`config.mk`:
```
export PLATFORM = sky130hd
export DESIGN_NAME = iir_deemph_flat
export DESIGN_NICKNAME = d
export VERILOG_FILES = /design/src/rtl/iir_deemph_if.sv /design/src/rtl/iir_deemph.sv /design/src/flat_wrapper.sv
export SDC_FILE = /design/constraint.sdc
export NUM_CORES = 1
export LEC_CHECK = 0
export ABC_AREA = 0
export ABC_CLOCK_PERIOD_IN_PS = 9500
export BUFFER_PORTS_ARGS = -buffer_cell sky130_fd_sc_hd__clkbuf_2
export CORE_AREA = 2 2 206 208
export CTS_BUF_LIST = sky130_fd_sc_hd__clkbuf_8 sky130_fd_sc_hd__clkbuf_16
export CTS_CLUSTER_SIZE = 20
export DETAILED_ROUTE_END_ITERATION = 10
export DIE_AREA = 0 0 208 210
export GPL_ROUTABILITY_DRIVEN = 0
export PLACE_DENSITY = 0.75
export SYNTH_ARGS = -nofsm -noshare
export SYNTH_HDL_FRONTEND = slang
export SYNTH_SLANG_ARGS = --single-unit
```
`constraint.sdc`:
```
create_clock -name clock -period 9.5 [get_ports clock]
set_clock_uncertainty 0.05 [all_clocks]
set_input_delay 1.425 -clock clock [delete_from_list [all_inputs] [get_ports clock]]
set_output_delay 1.425 -clock clock [all_outputs]
set_load 0.01 [all_outputs]
```
`src/rtl/iir_deemph_if.sv`:
```
// FIFO-side handshake bundle for the de-emphasis IIR: upstream FWFT read port and downstream write port.
interface iir_deemph_if #(
   parameter int DATA_WIDTH = 32
) ();
   logic [DATA_WIDTH-1:0] in_dout;
   logic                  in_empty;
   logic                  in_rd_en;
   logic [DATA_WIDTH-1:0] out_din;
   logic                  out_wr_en;
   logic                  out_full;

   modport slave (
      input  in_dout, in_empty, out_full,
      output in_rd_en, out_din, out_wr_en
   );

   modport master (
      output in_dout, in_empty, out_full,
      input  in_rd_en, out_din, out_wr_en
   );
endinterface

```
`src/rtl/iir_deemph.sv`:
```
// Sequential one-tap-per-cycle IIR de-emphasis filter in Q10 fixed point.
// Optional build macro IIR_DEEMPH_CLAMP_EN saturates each result to signed 16-bit.
//
// state   | meaning
// S_READ  | wait for an input sample, pop it and shift histories
// S_RUN   | accumulate one feed-forward + feedback tap per cycle
// S_WRITE | push the result downstream, hold it while the FIFO is full
module iir_deemph #(
   parameter int                    TAPS       = 2,
   parameter int                    DATA_WIDTH = 32,
   parameter logic [TAPS-1:0][31:0] X_COEFF    = {32'h000000B2, 32'h000000B2},
   parameter logic [TAPS-1:0][31:0] Y_COEFF    = {32'h00000294, 32'h00000000}
) (
   input logic         clock,
   input logic         reset,
   iir_deemph_if.slave bus
);
   localparam int            KW     = $clog2(TAPS);
   localparam logic [KW-1:0] K_LAST = KW'(TAPS - 1);

   typedef enum logic [1:0] {S_READ, S_RUN, S_WRITE} state_t;

   state_t                        r_state;
   logic signed [DATA_WIDTH-1:0]  r_x_hist [TAPS];
   logic signed [31:0]            r_y_hist [TAPS];
   logic signed [31:0]            r_acc;
   logic [KW-1:0]                 r_k;

   logic                          w_rd;
   logic                          w_wr;
   logic signed [31:0]            w_tap;
   logic signed [31:0]            w_result;

   // Full 64-bit product, arithmetic >>10, keep low 32 bits.
   function automatic logic signed [31:0] mul(input logic [31:0] p, input logic signed [31:0] q);
      logic signed [63:0] prod;
      prod = 64'(signed'(p)) * 64'(q);
      return prod[41:10];
   endfunction

   always_comb begin
      w_tap = mul(X_COEFF[r_k], 32'(r_x_hist[r_k])) + mul(Y_COEFF[r_k], r_y_hist[r_k]);
   end

`ifdef IIR_DEEMPH_CLAMP_EN
   always_comb begin
      if (r_acc > 32'sd32767)
         w_result = 32'sd32767;
      else if (r_acc < -32'sd32768)
         w_result = -32'sd32768;
      else
         w_result = r_acc;
   end
`else
   always_comb begin
      w_result = r_acc;
   end
`endif

   // Handshakes are combinational so a read/write lands in the same cycle the FIFO allows it.
   assign w_rd          = (r_state == S_READ)  && !bus.in_empty && !reset;
   assign w_wr          = (r_state == S_WRITE) && !bus.out_full && !reset;
   assign bus.in_rd_en  = w_rd;
   assign bus.out_wr_en = w_wr;
   assign bus.out_din   = w_wr ? DATA_WIDTH'(w_result) : '0;

   always_ff @(posedge clock) begin
      if (reset) begin
         r_state <= S_READ;
         r_acc   <= '0;
         r_k     <= '0;
         for (int i = 0; i < TAPS; i++) begin
            r_x_hist[i] <= '0;
            r_y_hist[i] <= '0;
         end
      end else begin
         case (r_state)
            S_READ: begin
               if (w_rd) begin
                  r_x_hist[0] <= bus.in_dout;
                  r_y_hist[0] <= '0;
                  for (int i = 1; i < TAPS; i++) begin
                     r_x_hist[i] <= r_x_hist[i-1];
                     r_y_hist[i] <= r_y_hist[i-1];
                  end
                  r_acc   <= '0;
                  r_k     <= '0;
                  r_state <= S_RUN;
               end
            end
            S_RUN: begin
               r_acc <= r_acc + w_tap;
               if (r_k == K_LAST) begin
                  r_k     <= '0;
                  r_state <= S_WRITE;
               end else begin
                  r_k <= r_k + KW'(1);
               end
            end
            S_WRITE: begin
               if (w_wr) begin
                  r_y_hist[0] <= w_result;
                  r_state     <= S_READ;
               end
            end
            default: r_state <= S_READ;
         endcase
      end
   end
endmodule

```
`src/flat_wrapper.sv`:
```
// flat-port wrapper written by rule: the top's interface ports become plain ports
module iir_deemph_flat 
#(
   parameter int                    TAPS       = 2,
   parameter int                    DATA_WIDTH = 32,
   parameter logic [TAPS-1:0][31:0] X_COEFF    = {32'h000000B2, 32'h000000B2},
   parameter logic [TAPS-1:0][31:0] Y_COEFF    = {32'h00000294, 32'h00000000}
)
  (clock, reset, bus_in_dout, bus_in_empty, bus_out_full, bus_in_rd_en, bus_out_din, bus_out_wr_en);
  iir_deemph_if #(.DATA_WIDTH(DATA_WIDTH)) bus_i ();
  input logic clock;
  input logic reset;
  input wire logic [$bits(bus_i.in_dout)-1:0] bus_in_dout;
  input wire logic [$bits(bus_i.in_empty)-1:0] bus_in_empty;
  input wire logic [$bits(bus_i.out_full)-1:0] bus_out_full;
  output wire logic [$bits(bus_i.in_rd_en)-1:0] bus_in_rd_en;
  output wire logic [$bits(bus_i.out_din)-1:0] bus_out_din;
  output wire logic [$bits(bus_i.out_wr_en)-1:0] bus_out_wr_en;
  assign bus_i.in_dout = bus_in_dout;
  assign bus_i.in_empty = bus_in_empty;
  assign bus_i.out_full = bus_out_full;
  assign bus_in_rd_en = bus_i.in_rd_en;
  assign bus_out_din = bus_i.out_din;
  assign bus_out_wr_en = bus_i.out_wr_en;
  iir_deemph #(.TAPS(TAPS), .DATA_WIDTH(DATA_WIDTH), .X_COEFF(X_COEFF), .Y_COEFF(Y_COEFF)) u_core (.clock(clock), .reset(reset), .bus(bus_i));
endmodule
```
==> flow_summary.yaml, run 1 <==
sta:
  timing.fmax_ghz: 0.1105
  tightestPinTransition_ns: 1.053
  finalSetupTns_ns: 0
  min_period_ns: 9.047
  relSlewSlack: 0.2925
  setup_violations: 0
  rsz0062_at_grt: "false"
  report.final.slew_viol_count: 0
  fin_crit_sh: 0.9523
  hold_viol: 0
route:
  postRouteAntennaNets: 0
  wl_um: 38860
  wl_per_cell_um: 14.95
  first_pass_iters: 5
  avgViaCountPerCell: 5.222
  drt-initial-drc-count: 525
  drc: 0
  vias: 13570
critical_path:
  path_buf_inv: 3
  crit_slowest_cell: "or4_1"
  slowest_delay_ns: 0.57
  crit_top_cell: "ha_1"
  endpoint_kind: "flop"
  critPathKind: "flop to flop"
  critPathArrivalTime_ns: 9.34
  crit_family: "adder cells"
  path_max_fanout: 13
  required_ns: 9.80
  startpoint_type: "flop"
power:
  power_frac_comb: 0.740
  power.density_mw_per_mm2: 280.4
  swShare: 0.4784
  p_leak_nw: 11.86
  p_int_mw: 3.218
  vdd_drop_max_uv: 261.4
  seqPwrFrac: 0.146
  p_sw_mw: 2.951
  clkPwrFrac: 0.114
floorplan:
  rows: 75
  die_h_um: 210
  core_mm2: 0.04148
  die_w_um: 208
  dieArea_mm2: 0.04368
  io_pins: 70
  start_util: 0.4920
synth:
  synth_area_leaders: "ha_1 31%, edfxtp_1 19%, fa_1 14%"
  synth_fa_ha_area_frac: 0.4559
  synth_edf_count: 128
  synth-seq-area-share: 0.2237
  muxShareOfSynthArea: 0.03385
  synth_area_mm2: 0.02041
  post-synth-top-count-cell: "ha_1"
  yosys.area.top_type: "ha_1"
  ys_ff_latch: 164
  synth_top_area_frac: 0.3127
  synth_compound_area_frac: 0.06702
  avgSynthCellArea_um2: 10.25
  synth_common_cells: "510 x ha_1, 346 x inv_1, 146 x fa_1"
  synth_nets: 2683
  synthSimpleGateAreaFrac: 0.1095
  yosysWarnings: 0
  ys_types: 61
  yosys_most_used_dff: "edfxtp_1"
  synth_top_family_by_area: "adder cells"
  synth-xor-area-share: 0.03716
  synthesis.instances: 1991
  async_flop_share: 0
clock_tree:
  clk_latency_ns: 0.46
  cts_setup_buffers: 0
  clock-sinks: 164
  cts_tree: "built"
  cts_buffers: 17
  cts-root-buf: "clkbuf_16"
  clk_path_buf_depth: 2
  cts.clk_slew.worst_paths_ns: 0.07
  cts_max_level: 4
layout:
  fin_nets: 2739
  n_antenna_cell: 0
  fin_area_mm2: 0.02200
  drive_above_1_share: 0.08738
  synthToLayoutAreaGrowth_pct: 7.806
place:
  port-buffer-count: 69
  place_area_mm2: 0.02136
  hpwlAfterDp_um: 32540
status:
  status: "completed"
global_route:
  antenna_found_initial: 0
  grt_pass1_wl_um: 66520
  grt_pass1_vias: 14060
  grt_remaining_overflow: 0
  grt_max_degree: 99
  track_usage: 0.1856
run:
  drv_cap: 0
hold_path:
  worst_hold_path_type: "flop to flop"
sequential cells by signal (all words and copies together), names as in the netlist, named ones only:
signal,flops
u_core.r_state,2
u_core.r_acc,32
u_core.r_k,1
u_core.r_y_hist,64
u_core.r_x_hist,64
metal layers:
| layer | wire (um) | vias to the layer above | global-route usage |
|---|---|---|---|
| li1 | - | 6872 | - |
| met1 | 17890 | 6414 | 0.2367 |
| met2 | 19150 | 240 | 0.3303 |
| met3 | 1107 | 45 | 0.02369 |
| met4 | 708 | 0 | 0.05331 |
| met5 | 0 | - | 0 |
power groups by stage:
stage	clock [mW]	sequential (mW)	combinational, mW
6_report	0.705	0.901	4.56
5_1_grt	0.744	0.911	5.21
4_1_cts	0.723	0.901	4.54
3_5_place_dp	0	0.917	4.48
3_3_place_gp	0	0.914	4.34
2_1_floorplan	0	0.900	3.61
through the flow:
step,hold slack (ns),cells,util,setup slack (ns),power [mW]
finish,0.3914,2599,0.5304,0.4534,6.169
global route,0.4154,2599,0.5304,0.02479,6.867
CTS,0.3933,2599,0.5295,0.2434,6.166
detailed placement,0.3828,2567,0.5151,0.3116,5.395
global placement,0.3772,2567,0.5151,0.4655,5.257
floorplan,0.3656,1991,-,0.6838,4.512
repair_timing:
| action | in CTS | in global routing |
|---|---|---|
| hold endpoints to repair | 0 | 0 |
| endpoints found under the setup margin | 0 | 7 |
| hold buffers | 0 | 0 |
| gates resized for setup | 0 | 10 |
final timing paths:
check,from,to,slack (ns),depth (start not counted)
setup reg to reg,flop,u_core.r_acc[30],0.45,36
hold / removal,u_core.r_acc[14],u_core.r_acc[14],0.39,2
hold reg to reg,u_core.r_acc[14],u_core.r_acc[14],0.39,2
setup / recovery,flop,u_core.r_acc[30],0.45,36
layout make-up:
cell class,count,area [um2]
clock buffer,18,450.4
clock inverter,14,148.9
fill,3567,19480
inverter,347,1303
multi-input combinational,1433,14390
sequential,164,4568
tap,539,674.4
timing repair buffer,84,469.2
kinds of logic (layout without fill, tap and decap cells):
| family | Yosys count | count (layout) |
|---|---|---|
| adders and majority gates | 656 | 656 |
| DFF | 164 | 164 |
| and+or+nand+nor | 417 | 417 |
| buffers and inverters | 394 | 463 |
| xor gates and xnor gates | 85 | 85 |
| muxes | 65 | 65 |
| AOI/OAI and AO/OA | 210 | 210 |
worst register-to-register path, delay by kind of cell, from the launching register on:
kind / cells / cell delay [ns]
XOR/XNOR: 1 / 0.13
AO/OA/AOI/OAI: 11 / 2.13
AND/OR/NAND/NOR: 9 / 1.88
buffers and inverters: 3 / 0.15
multiplexers: 1 / 0.23
flip-flops: 1 / 0.51
adder cells (fa/ha/maj): 11 / 3.88
layout by cell type, fill, tap and decap left out, types with 28 or more instances in the layout:
| cell | count |
|---|---|
| mux2_2 | 32 |
| nor2b_1 | 37 |
| nand3_1 | 33 |
| dfxtp_1 | 35 |
| nor2_1 | 42 |
| xor2_1 | 33 |
| nand2_1 | 62 |
| inv_1 | 346 |
| xnor2_1 | 51 |
| nor3_1 | 74 |
| clkbuf_2 | 69 |
| o21ai_0 | 28 |
| edfxtp_1 | 128 |
| ha_1 | 510 |
| and2_1 | 112 |
| a21oi_1 | 81 |
| mux2i_1 | 33 |
| fa_1 | 146 |
(Power assumes the default switching activity.)
==> inputs of run 2 (changes only) <==
==> constraint.sdc (replaced) <==
create_clock -name clock -period 9.5 [get_ports clock]
set_clock_uncertainty 0.05 [all_clocks]
set_input_delay 0 -clock clock [delete_from_list [all_inputs] [get_ports clock]]
set_output_delay 0 -clock clock [all_outputs]
set_load 0.01 [all_outputs]
==> run 2 against run 1 <==
Compared with the run above:
- first-iteration DRC count increased by 14%
- maximum frequency up 0.41%
- die area unchanged
- total power grew 1.3%
==> flow_summary.yaml, run 2 (same netlist as run 1, synthesis figures left out) <==
sta:
  finalWorstSetupSlack_ns: 0.4906
  fin_crit_sh: 0.9484
  rsz0062_at_grt: "true"
  finalSetupTns_ns: 0
  timing.fmax_ghz: 0.1110
  report.final.slew_viol_count: 0
  setup_violations: 0
  relSlewSlack: 0.1785
  hold_viol: 0
  min_period_ns: 9.009
  tightestPinTransition_ns: 1.223
route:
  first_pass_iters: 5
  drt-initial-drc-count: 597
  avgViaCountPerCell: 5.229
  wl_um: 40360
  vias: 13770
  wl_per_cell_um: 15.32
  drc: 0
  postRouteAntennaNets: 0
floorplan:
  die_h_um: 210
  dieArea_mm2: 0.04368
  io_pins: 70
  rows: 75
  start_util: 0.4920
  core_mm2: 0.04148
  die_w_um: 208
critical_path:
  path_buf_inv: 4
  slowest_delay_ns: 0.56
  crit_top_cell: "ha_1"
  crit_family: "adder cells"
  endpoint_kind: "flop"
  required_ns: 9.79
  crit_slowest_cell: "or4_1"
  critPathKind: "flop to flop"
  startpoint_type: "flop"
  critPathArrivalTime_ns: 9.30
  path_max_fanout: 10
clock_tree:
  cts.clk_slew.worst_paths_ns: 0.07
  cts_buffers: 17
  cts_tree: "built"
  cts_max_level: 4
  clk_path_buf_depth: 2
  clock-sinks: 164
  cts-root-buf: "clkbuf_16"
  clk_latency_ns: 0.45
global_route:
  grt_pass1_vias: 14800
  grt_pass1_wl_um: 69240
  grt_remaining_overflow: 0
  grt_max_degree: 99
  antenna_found_initial: 0
  track_usage: 0.1924
hold_path:
  worst_hold_path_type: "primary input to flop"
layout:
  fin_nets: 2774
  drive_above_1_share: 0.08783
  reg.largest.list: "u_core.r_x_hist: 64 flops, u_core.r_y_hist: 64 flops, u_core.r_acc: 32 flops"
  final_cell_mix: "510 x ha_1, 346 x inv_1, 146 x fa_1"
  synthToLayoutAreaGrowth_pct: 9.485
  final_common_cell: "ha_1"
  n_antenna_cell: 0
  fin_area_mm2: 0.02234
power:
  power.density_mw_per_mm2: 279.7
  vdd_drop_max_uv: 249.7
  p_leak_nw: 12.01
place:
  place_area_mm2: 0.02135
  dp_worst_setup_slack_ns: 0.2841
  hpwlAfterDp_um: 33400
  port-buffer-count: 69
status:
  status: "completed"
run:
  drv_cap: 0
[run 2: area by class of cell]
type                    count  area (um2)
clock buffers              18       450.4
clock inverters            14       117.6
fillers                  3597       19140
inverters                 347        1303
multi-input cells        1433       14400
flip-flops and latches    164        4568
well taps                 539       674.4
repair buffers            119       824.5
[run 2: layer usage]
metal  vias to the layer above  track usage  routed length (um)
met1                      6547       0.2420               18390
met3                        59      0.02220                1122
met2                       230       0.3427               19810
met4                         0      0.06725                1032
met5                         -            0                   0
li1                       6938            -                   -
[run 2: path summary, 6_finish.rpt]
check	from	cells past startpoint	slack, ns	endpoint
setup / recovery	flop	37	0.49	u_core.r_acc[30]
hold / removal	reset	2	0.11	u_core.r_state[1]
setup reg to reg	flop	37	0.49	u_core.r_acc[30]
hold reg to reg	u_core.r_acc[14]	2	0.40	u_core.r_acc[14]
[run 2: stage by stage]
stage / hold slack, ns / power [mW] / utilization / instances
after CTS: 0.06966 / 6.192 / 0.5366 / 2631
final: 0.1062 / 6.250 / 0.5386 / 2634
after detailed placement: 0.2271 / 5.435 / 0.5147 / 2565
after global routing: 0.1555 / 6.924 / 0.5386 / 2634
after floorplan: 0.1142 / 4.512 / - / 1991
after global placement: 0.2260 / 5.252 / 0.5147 / 2565
[run 2: what timing repair did]
| action | CTS | global route |
|---|---|---|
| gates resized for setup | 0 | 16 |
| endpoints found under the hold margin | 34 | 0 |
| endpoints found under the setup margin | 0 | 8 |
| hold buffers | 34 | 0 |
| setup buffers | 0 | 3 |
[run 2: where the power goes]
group          switching (mW)  leakage, nW  internal (mW)
Sequential             0.0424         1.68          0.859
Clock                   0.322        0.286          0.358
Combinational            2.64         10.0           2.02
